===== src/rtl/mcbsp_dsp_tx.sv =====
// rtl/mcbsp_dsp_tx.sv - McBSP transmitter draining 32-bit I/Q words from the capture buffer
module mcbsp_dsp_tx #(
  parameter int CLK_DIV       = 5,
  parameter int WORDS_PER_REQ = 6500,
  parameter int RD_WAIT       = 8
) (
  input  logic        clk_50m,
  input  logic        cfg_rst,
  input  logic        read_quest,
  input  logic [31:0] data_dsp,
  input  logic        tx_enable,
  output logic        data_updated,
  output logic        mcbsp_clkx,
  output logic        mcbsp_fsx,
  output logic        mcbsp_dx,
  output logic        busy,
  output logic [15:0] word_cnt,
  output logic        overrun
);

  localparam int              WAIT_W       = (RD_WAIT > 1) ? $clog2(RD_WAIT) : 1;
  localparam logic [WAIT_W-1:0] WAIT_LAST  = WAIT_W'(RD_WAIT - 1);
  localparam logic [7:0]      DIV_LAST     = 8'(CLK_DIV - 1);
  localparam logic [15:0]     WORDS_TARGET = 16'(WORDS_PER_REQ);
  localparam logic [5:0]      BIT_END      = 6'd32;
  localparam logic [2:0]      ADV_LAST     = 3'd7;

  typedef enum logic [1:0] {
    ST_IDLE,
    ST_FETCH,
    ST_SHIFT,
    ST_ADV
  } state_t;

  // Bit-clock divider
  logic [7:0] div_cnt_q, div_cnt_d;
  logic       clkx_q, clkx_d;
  logic       div_end;
  logic       bit_tick;

  // Transmit FSM and datapath
  state_t            state_q, state_d;
  logic [WAIT_W-1:0] wait_cnt_q, wait_cnt_d;
  logic [31:0]       shreg_q, shreg_d;
  logic [5:0]        bit_cnt_q, bit_cnt_d;
  logic [2:0]        adv_cnt_q, adv_cnt_d;
  logic [15:0]       word_cnt_q, word_cnt_d;
  logic              dx_q, dx_d;
  logic              fsx_q, fsx_d;

  // Divider next state: toggle clkx every CLK_DIV cycles, tick on the rising toggle
  always_comb begin
    div_end   = (div_cnt_q == DIV_LAST);
    div_cnt_d = div_end ? 8'd0 : (div_cnt_q + 8'd1);
    clkx_d    = div_end ? ~clkx_q : clkx_q;
    bit_tick  = div_end & ~clkx_q;
  end

  // Divider registers; clkx free-runs whenever reset is released
  always_ff @(posedge clk_50m or posedge cfg_rst) begin
    if (cfg_rst) begin
      div_cnt_q <= 8'd0;
      clkx_q    <= 1'b0;
    end else begin
      div_cnt_q <= div_cnt_d;
      clkx_q    <= clkx_d;
    end
  end

  // FSM next state plus shift/count datapath; dx and fsx only move on bit_tick
  always_comb begin
    state_d    = state_q;
    wait_cnt_d = wait_cnt_q;
    shreg_d    = shreg_q;
    bit_cnt_d  = bit_cnt_q;
    adv_cnt_d  = adv_cnt_q;
    word_cnt_d = word_cnt_q;
    dx_d       = dx_q;
    fsx_d      = fsx_q;

    case (state_q)
      ST_IDLE: begin
        if (read_quest && tx_enable) begin
          state_d    = ST_FETCH;
          word_cnt_d = 16'd0;
          wait_cnt_d = '0;
        end
      end

      ST_FETCH: begin
        // Read data is only trusted on the last wait cycle
        if (wait_cnt_q == WAIT_LAST) begin
          shreg_d   = data_dsp;
          bit_cnt_d = 6'd0;
          state_d   = ST_SHIFT;
        end else begin
          wait_cnt_d = wait_cnt_q + 1'b1;
        end
      end

      ST_SHIFT: begin
        if (bit_tick) begin
          if (bit_cnt_q == BIT_END) begin
            // Extra tick closes out the last bit period before releasing the line
            dx_d       = 1'b0;
            fsx_d      = 1'b0;
            word_cnt_d = word_cnt_q + 16'd1;
            adv_cnt_d  = 3'd0;
            state_d    = ST_ADV;
          end else begin
            dx_d      = shreg_q[31];
            shreg_d   = {shreg_q[30:0], 1'b0};
            fsx_d     = (bit_cnt_q == 6'd0);
            bit_cnt_d = bit_cnt_q + 6'd1;
          end
        end
      end

      ST_ADV: begin
        adv_cnt_d = adv_cnt_q + 3'd1;
        if (adv_cnt_q == ADV_LAST) begin
          if ((word_cnt_q == WORDS_TARGET) || !tx_enable) begin
            state_d = ST_IDLE;
          end else begin
            state_d    = ST_FETCH;
            wait_cnt_d = '0;
          end
        end
      end

      default: begin
        state_d = ST_IDLE;
      end
    endcase
  end

  // FSM and datapath registers; reset aborts any word in flight
  always_ff @(posedge clk_50m or posedge cfg_rst) begin
    if (cfg_rst) begin
      state_q    <= ST_IDLE;
      wait_cnt_q <= '0;
      shreg_q    <= 32'd0;
      bit_cnt_q  <= 6'd0;
      adv_cnt_q  <= 3'd0;
      word_cnt_q <= 16'd0;
      dx_q       <= 1'b0;
      fsx_q      <= 1'b0;
    end else begin
      state_q    <= state_d;
      wait_cnt_q <= wait_cnt_d;
      shreg_q    <= shreg_d;
      bit_cnt_q  <= bit_cnt_d;
      adv_cnt_q  <= adv_cnt_d;
      word_cnt_q <= word_cnt_d;
      dx_q       <= dx_d;
      fsx_q      <= fsx_d;
    end
  end

  // Advance strobe is high for the first half of ADV; overrun flags a dropped request
  assign data_updated = (state_q == ST_ADV) && !adv_cnt_q[2];
  assign overrun      = read_quest && !((state_q == ST_IDLE) && tx_enable) && !cfg_rst;
  assign busy         = (state_q != ST_IDLE);
  assign mcbsp_clkx   = clkx_q;
  assign mcbsp_fsx    = fsx_q;
  assign mcbsp_dx     = dx_q;
  assign word_cnt     = word_cnt_q;

endmodule

===== config.mk =====
export PLATFORM = sky130hd
export DESIGN_NAME = mcbsp_dsp_tx
export DESIGN_NICKNAME = d
export VERILOG_FILES = /design/src/rtl/mcbsp_dsp_tx.sv
export SDC_FILE = /design/constraint.sdc
export NUM_CORES = 1
export LEC_CHECK = 0
export CORE_MARGIN = 2
export CORE_UTILIZATION = 30
export DETAILED_ROUTE_END_ITERATION = 7
export PLACE_DENSITY = 0.52
export RECOVER_POWER = 25
export REMOVE_ABC_BUFFERS = 1
export SETUP_SLACK_MARGIN = 0.1
export SLEW_MARGIN = 20
export SYNTH_ARGS = -nofsm -noshare
export SYNTH_HDL_FRONTEND = slang
export SYNTH_SLANG_ARGS = --single-unit

===== constraint.sdc =====
create_clock -name clk_50m -period 8 [get_ports clk_50m]
set_clock_uncertainty 0.2 [all_clocks]
set_input_delay 2.4 -clock clk_50m [delete_from_list [all_inputs] [get_ports clk_50m]]
set_output_delay 2.4 -clock clk_50m [all_outputs]
set_load 0.005 [all_outputs]

# ---- Word-level counts from Yosys, hierarchy flattened
# Index checks and enable logic that the tools add are counted.
dict set report word_totals {
  regBits 73
  inputBits 36
  out_inout_bits 22
  wordCells 86
}
dict set report classes {
  reduce_logical 23
  bitwise_logic 2
  n_mux 30
  addsub 5
  n_eq_ne 16
}
# op count
set ops {}
lappend ops {{2-to-1 mux 32 bit} 3}
lappend ops {{case mux 32 bit (2 select lines)} 1}
lappend ops {{2-to-1 mux 16 bit} 3}
lappend ops {{case mux 16 bit (2 select lines)} 1}
lappend ops {{2-to-1 mux 3 bit} 6}
lappend ops {{2-to-1 mux 6 bit} 3}
lappend ops {{adder 16 x 1 -> 16 bit, second input constant} 1}
lappend ops {{equality test 16 x 13 -> 1 bit, second input constant} 1}
lappend ops {{!= test 2 bit, second input constant} 8}
lappend ops {{case mux 6 bit (2 select lines)} 1}
lappend ops {{2-to-1 mux 2 bit} 5}
lappend ops {{AND reduction 5 bit} 2}
lappend ops {{case mux 3 bit (3 select lines)} 1}
lappend ops {{adder 8 x 1 -> 8 bit, second input constant} 1}
lappend ops {{equality test 8 x 3 -> 1 bit, second input constant} 1}
lappend ops {{2-to-1 mux 8 bit} 1}
lappend ops {{case mux 2 bit (4 select lines)} 1}
lappend ops {{AND reduction 4 bit} 2}
lappend ops {{nonzero test 2 bit} 4}
lappend ops {{adder 3 x 1 -> 3 bit, second input constant} 2}
lappend ops {{adder 6 x 1 -> 6 bit, second input constant} 1}
lappend ops {{equality test 3 bit, second input constant} 2}
lappend ops {{equality test 6 bit, second input constant} 1}
lappend ops {{zero test 6 bit} 1}
lappend ops {{other kinds (13)} 23}

# ---- Depth between registers and ports, before layout
dict set report depth {
  ltp_word 5
  ltp_mapped 8
  ltp_nobuf 7
}

# ---- Worst setup path before layout
# No wires, ideal clock.
dict set report synth_timing {
  path_type {in2out}
  from {input cfg_rst}
  to {output overrun}
  t_required_ns 5.400
  path_buffers 0
  cell_stages 2
  arrival_time_ns 4.281
  slack_ns 1.119
  cell_sequence {inv_1 -> and3_1}
}
dict set report synth_between {
  elab_chain_len 2
}
# item line
set synth_lines {}
lappend synth_lines {{start, declared} 8} ;# input logic cfg_rst,
lappend synth_lines {{zero test 1 bit} 162} ;# assign overrun = read_quest && !((state_q == ST_IDLE) && tx_enable) && !cfg_rst;
lappend synth_lines {{logical AND 1 bit} 162}
lappend synth_lines {{end, declared} 18} ;# output logic overrun
# No other way between the ends.

# ---- Worst setup path in the final report
# Ends and elaborated chain as after synthesis.

==> results.ini <==
[outcome]
outcome = finished, violations left
failed_checks = max-capacitance violations, max-slew violations

[timing]
tns_ns = 0
hold_viol_final = 0
fin_ws_ns = 1.68
period_needed_ns = 6.32
final_max_slew_viol_count = 46
setup_violations = 0
slew-limit-headroom_pct = -89.1
rsz0062_at_grt = no
final.period_utilization_pct = 79.0
fmax_ghz = 0.158
hold_ws_ns = 0.275
worstMarginPinSlew_ns = 2.84

[yosys]
synth_top_cells_by_count = 73 x dfrtp_1, 50 x nor2_1, 38 x a21oi_1
synth.top_cell.area_share_pct = 48.2
synth_most_common_cell = dfrtp_1
yosysTopAreaCell = dfrtp_1
synthFlopType = dfrtp_1
syn-instance-count = 380
synth.distinct_cells = 51
seq_area_frac_synth_pct = 48.2
synthTopCellsByArea = dfrtp_1 48%, mux2i_1 9.2%, a21oi_1 5.0%, ha_1 5.0%, nor2_1 5.0%
syn_area_um2 = 3790
synthArstFlopShare_pct = 100
ys_ff_latch = 73
syn-mean-instance-area_um2 = 9.97
synth_edf_count = 0
yosys_warnings = 0

[clock_network]
clockRootBuffer = clkbuf_16
cts_tree = yes
ctsHoldBuffers = 0
post_cts_buffers = 0
cts.htree.levels = 3
cts_resized = 0
clk_pin_slew_worst_paths_ns = 0.06
clkLatencyLatePin_ns = 0.34
cts_buffers = 9
cts_sinks = 73
cts_buffer_depth = 2

[layout]
insertedDiodeCount = 0
multi_input_area_um2 = 1840
nFillCells = 1245
nNetsFinal = 486
seq_area_um2 = 1830
drive_gt1_share_pct = 6.59
area_growth_pct = 28.5

[critical_path]
cp_num_buf_inv = 3
worst_path_dominant_cell_family = buffers and inverters
cp.required_ns = 5.40
crit_path_start_kind = input port
arrival_ns = 3.72
crit_chain = dlygate4sd3_1 > inv_1 > and3_1 > clkdlybuf4s50_1
critPathMaxFanout = 2
worst_path_max_delay_cell = dlygate4sd3_1
crit_type = input port to output port
cpPeakStageDelay_ns = 0.53
end_kind = output port

[power]
clock_power_share_pct = 29.3
fin_total_pwr_uw = 1500
pwr-share-comb_pct = 33.1
switchingPower_uw = 480
sw_frac_of_total_pct = 31.9
leakage_uw = 0.00193
powerDensity_nw_per_um2 = 308
p_int_uw = 1020
peakVddDrop_mv = 0.160
p_seq_share_pct = 37.6

[placement]
io_buffers = 57
hpwl_um = 5770
place_congestion = 0.757
dpl_worst_slack_ns = 1.78

[floorplan]
die_h_um = 116
rows = 41
start_util_pct = 30.4
io-pin-count = 58
die_w_um = 116
die_area_um2 = 13500
core-area_um2 = 12500

[route]
ant_nets = 0
viasPerCell = 4.84
dr.pass1.iters = 4
finalWirelength_um = 8330
drt_iter0_drc = 168
vias = 2961
post-route-drc-count = 0
wire_per_inst_um = 13.6

[grt]
grt_start_max_net_pins = 72
grt_pass1_wl_um = 14100
grtUsageTotal_pct = 13.5
grt_pass1_vias = 2863
antenna_found_initial = 0
grt-ovfl-total = 0

[worst_hold_path]
min_path_type = flop to flop

[job]
cap_violations = 1

[sequential cells by signal, indices dropped and copies added, names as in the netlist]
| signal | cells |
|---|---|
| bit_cnt_q | 6 |
| mcbsp_dx | 1 |
| shreg_q | 32 |
| state_q | 2 |
| adv_cnt_q | 3 |
| mcbsp_clkx | 1 |
| mcbsp_fsx | 1 |
| wait_cnt_q | 3 |
| word_cnt | 16 |
| div_cnt_q | 8 |
[path summary, 6_finish.rpt]
path	cells past startpoint	start	endpoint	slack, ns
worst max-delay path	4	cfg_rst	overrun	1.68
worst max register to register	8	state_q[0]	bit_cnt_q[4]	2.16
min in group asynchronous	3	cfg_rst	bit_cnt_q[3]	2.89
max in group asynchronous	4	cfg_rst	word_cnt[8]	3.38
worst min-delay path	1	bit_cnt_q[5]	mcbsp_fsx	0.27
worst min register to register	1	bit_cnt_q[5]	mcbsp_fsx	0.27
[per-stage QoR]
stage | util (%) | cells | cell area (um2)
floorplan | - | 362 | 3720
global placement | 36.6 | 596 | 4560
detailed placement | 36.6 | 596 | 4560
CTS | 39.2 | 612 | 4880
global route | 39.1 | 612 | 4870
finish | 39.1 | 612 | 4870
[cell usage in the layout, fill, tap and decap left out, drive strengths merged, types with 2 or more instances in the layout]
cell type | synthesis | final
a21oi | 38 | 38
or4 | 2 | 2
a2bb2oi | 2 | 2
a32o | 3 | 3
ha | 15 | 15
inv | 17 | 17
clkdlybuf4s50 | 0 | 56
xor2 | 2 | 2
nand3b | 3 | 3
or3 | 2 | 2
and4 | 4 | 4
o22ai | 2 | 2
nor3 | 2 | 2
nor4 | 9 | 9
or2 | 3 | 3
nand2 | 21 | 21
or4b | 2 | 2
and3 | 3 | 3
nand3 | 17 | 17
dfrtp | 73 | 73
o21a | 3 | 3
nand2b | 4 | 4
clkbuf | 16 | 17
nor2b | 2 | 2
bufinv | 0 | 2
nor2 | 50 | 50
a31o | 3 | 3
nand4 | 8 | 8
o21ai | 8 | 8
buf | 2 | 2
xnor2 | 13 | 13
and2 | 2 | 2
mux2i | 35 | 35
[cell type report]
class                      count  share of cell area (%)
inverter                      17                    1.31
tap                          172                    4.42
clock buffer                  14                    5.42
sequential                    73                    37.5
timing repair buffer          62                    12.3
multi-input combinational    272                    37.8
clock inverter                 2                    1.23
[metal layers]
metal	track usage (%)	wire length (um)	up-vias
met4	5.24	138	0
met3	4.41	563	10
li1	-	-	1449
met5	0	0	-
met2	22.2	3890	65
met1	16.5	3730	1437
[power by group through the flow]
| stage | clock, uW | combinational [uW] | sequential, uW |
|---|---|---|---|
| floorplan | 0 | 333 | 551 |
| global route | 471 | 558 | 583 |
| finish | 439 | 497 | 565 |
| global placement | 0 | 479 | 570 |
| detailed placement | 0 | 494 | 572 |
| CTS | 452 | 496 | 566 |
[kinds of logic (layout without fill, tap and decap cells)]
logic type	Yosys count	count (layout)	synth area share, %
XOR/XNOR	15	15	3.47
flip-flops	73	73	48.2
AND/OR/NAND/NOR	137	137	18.8
adder cells (fa/ha/maj)	15	15	4.95
buffers and inverters	35	95	3.57
multiplexers	36	36	9.54
AO/OA/AOI/OAI	69	69	11.5
Power figures use the tool's default switching activity.
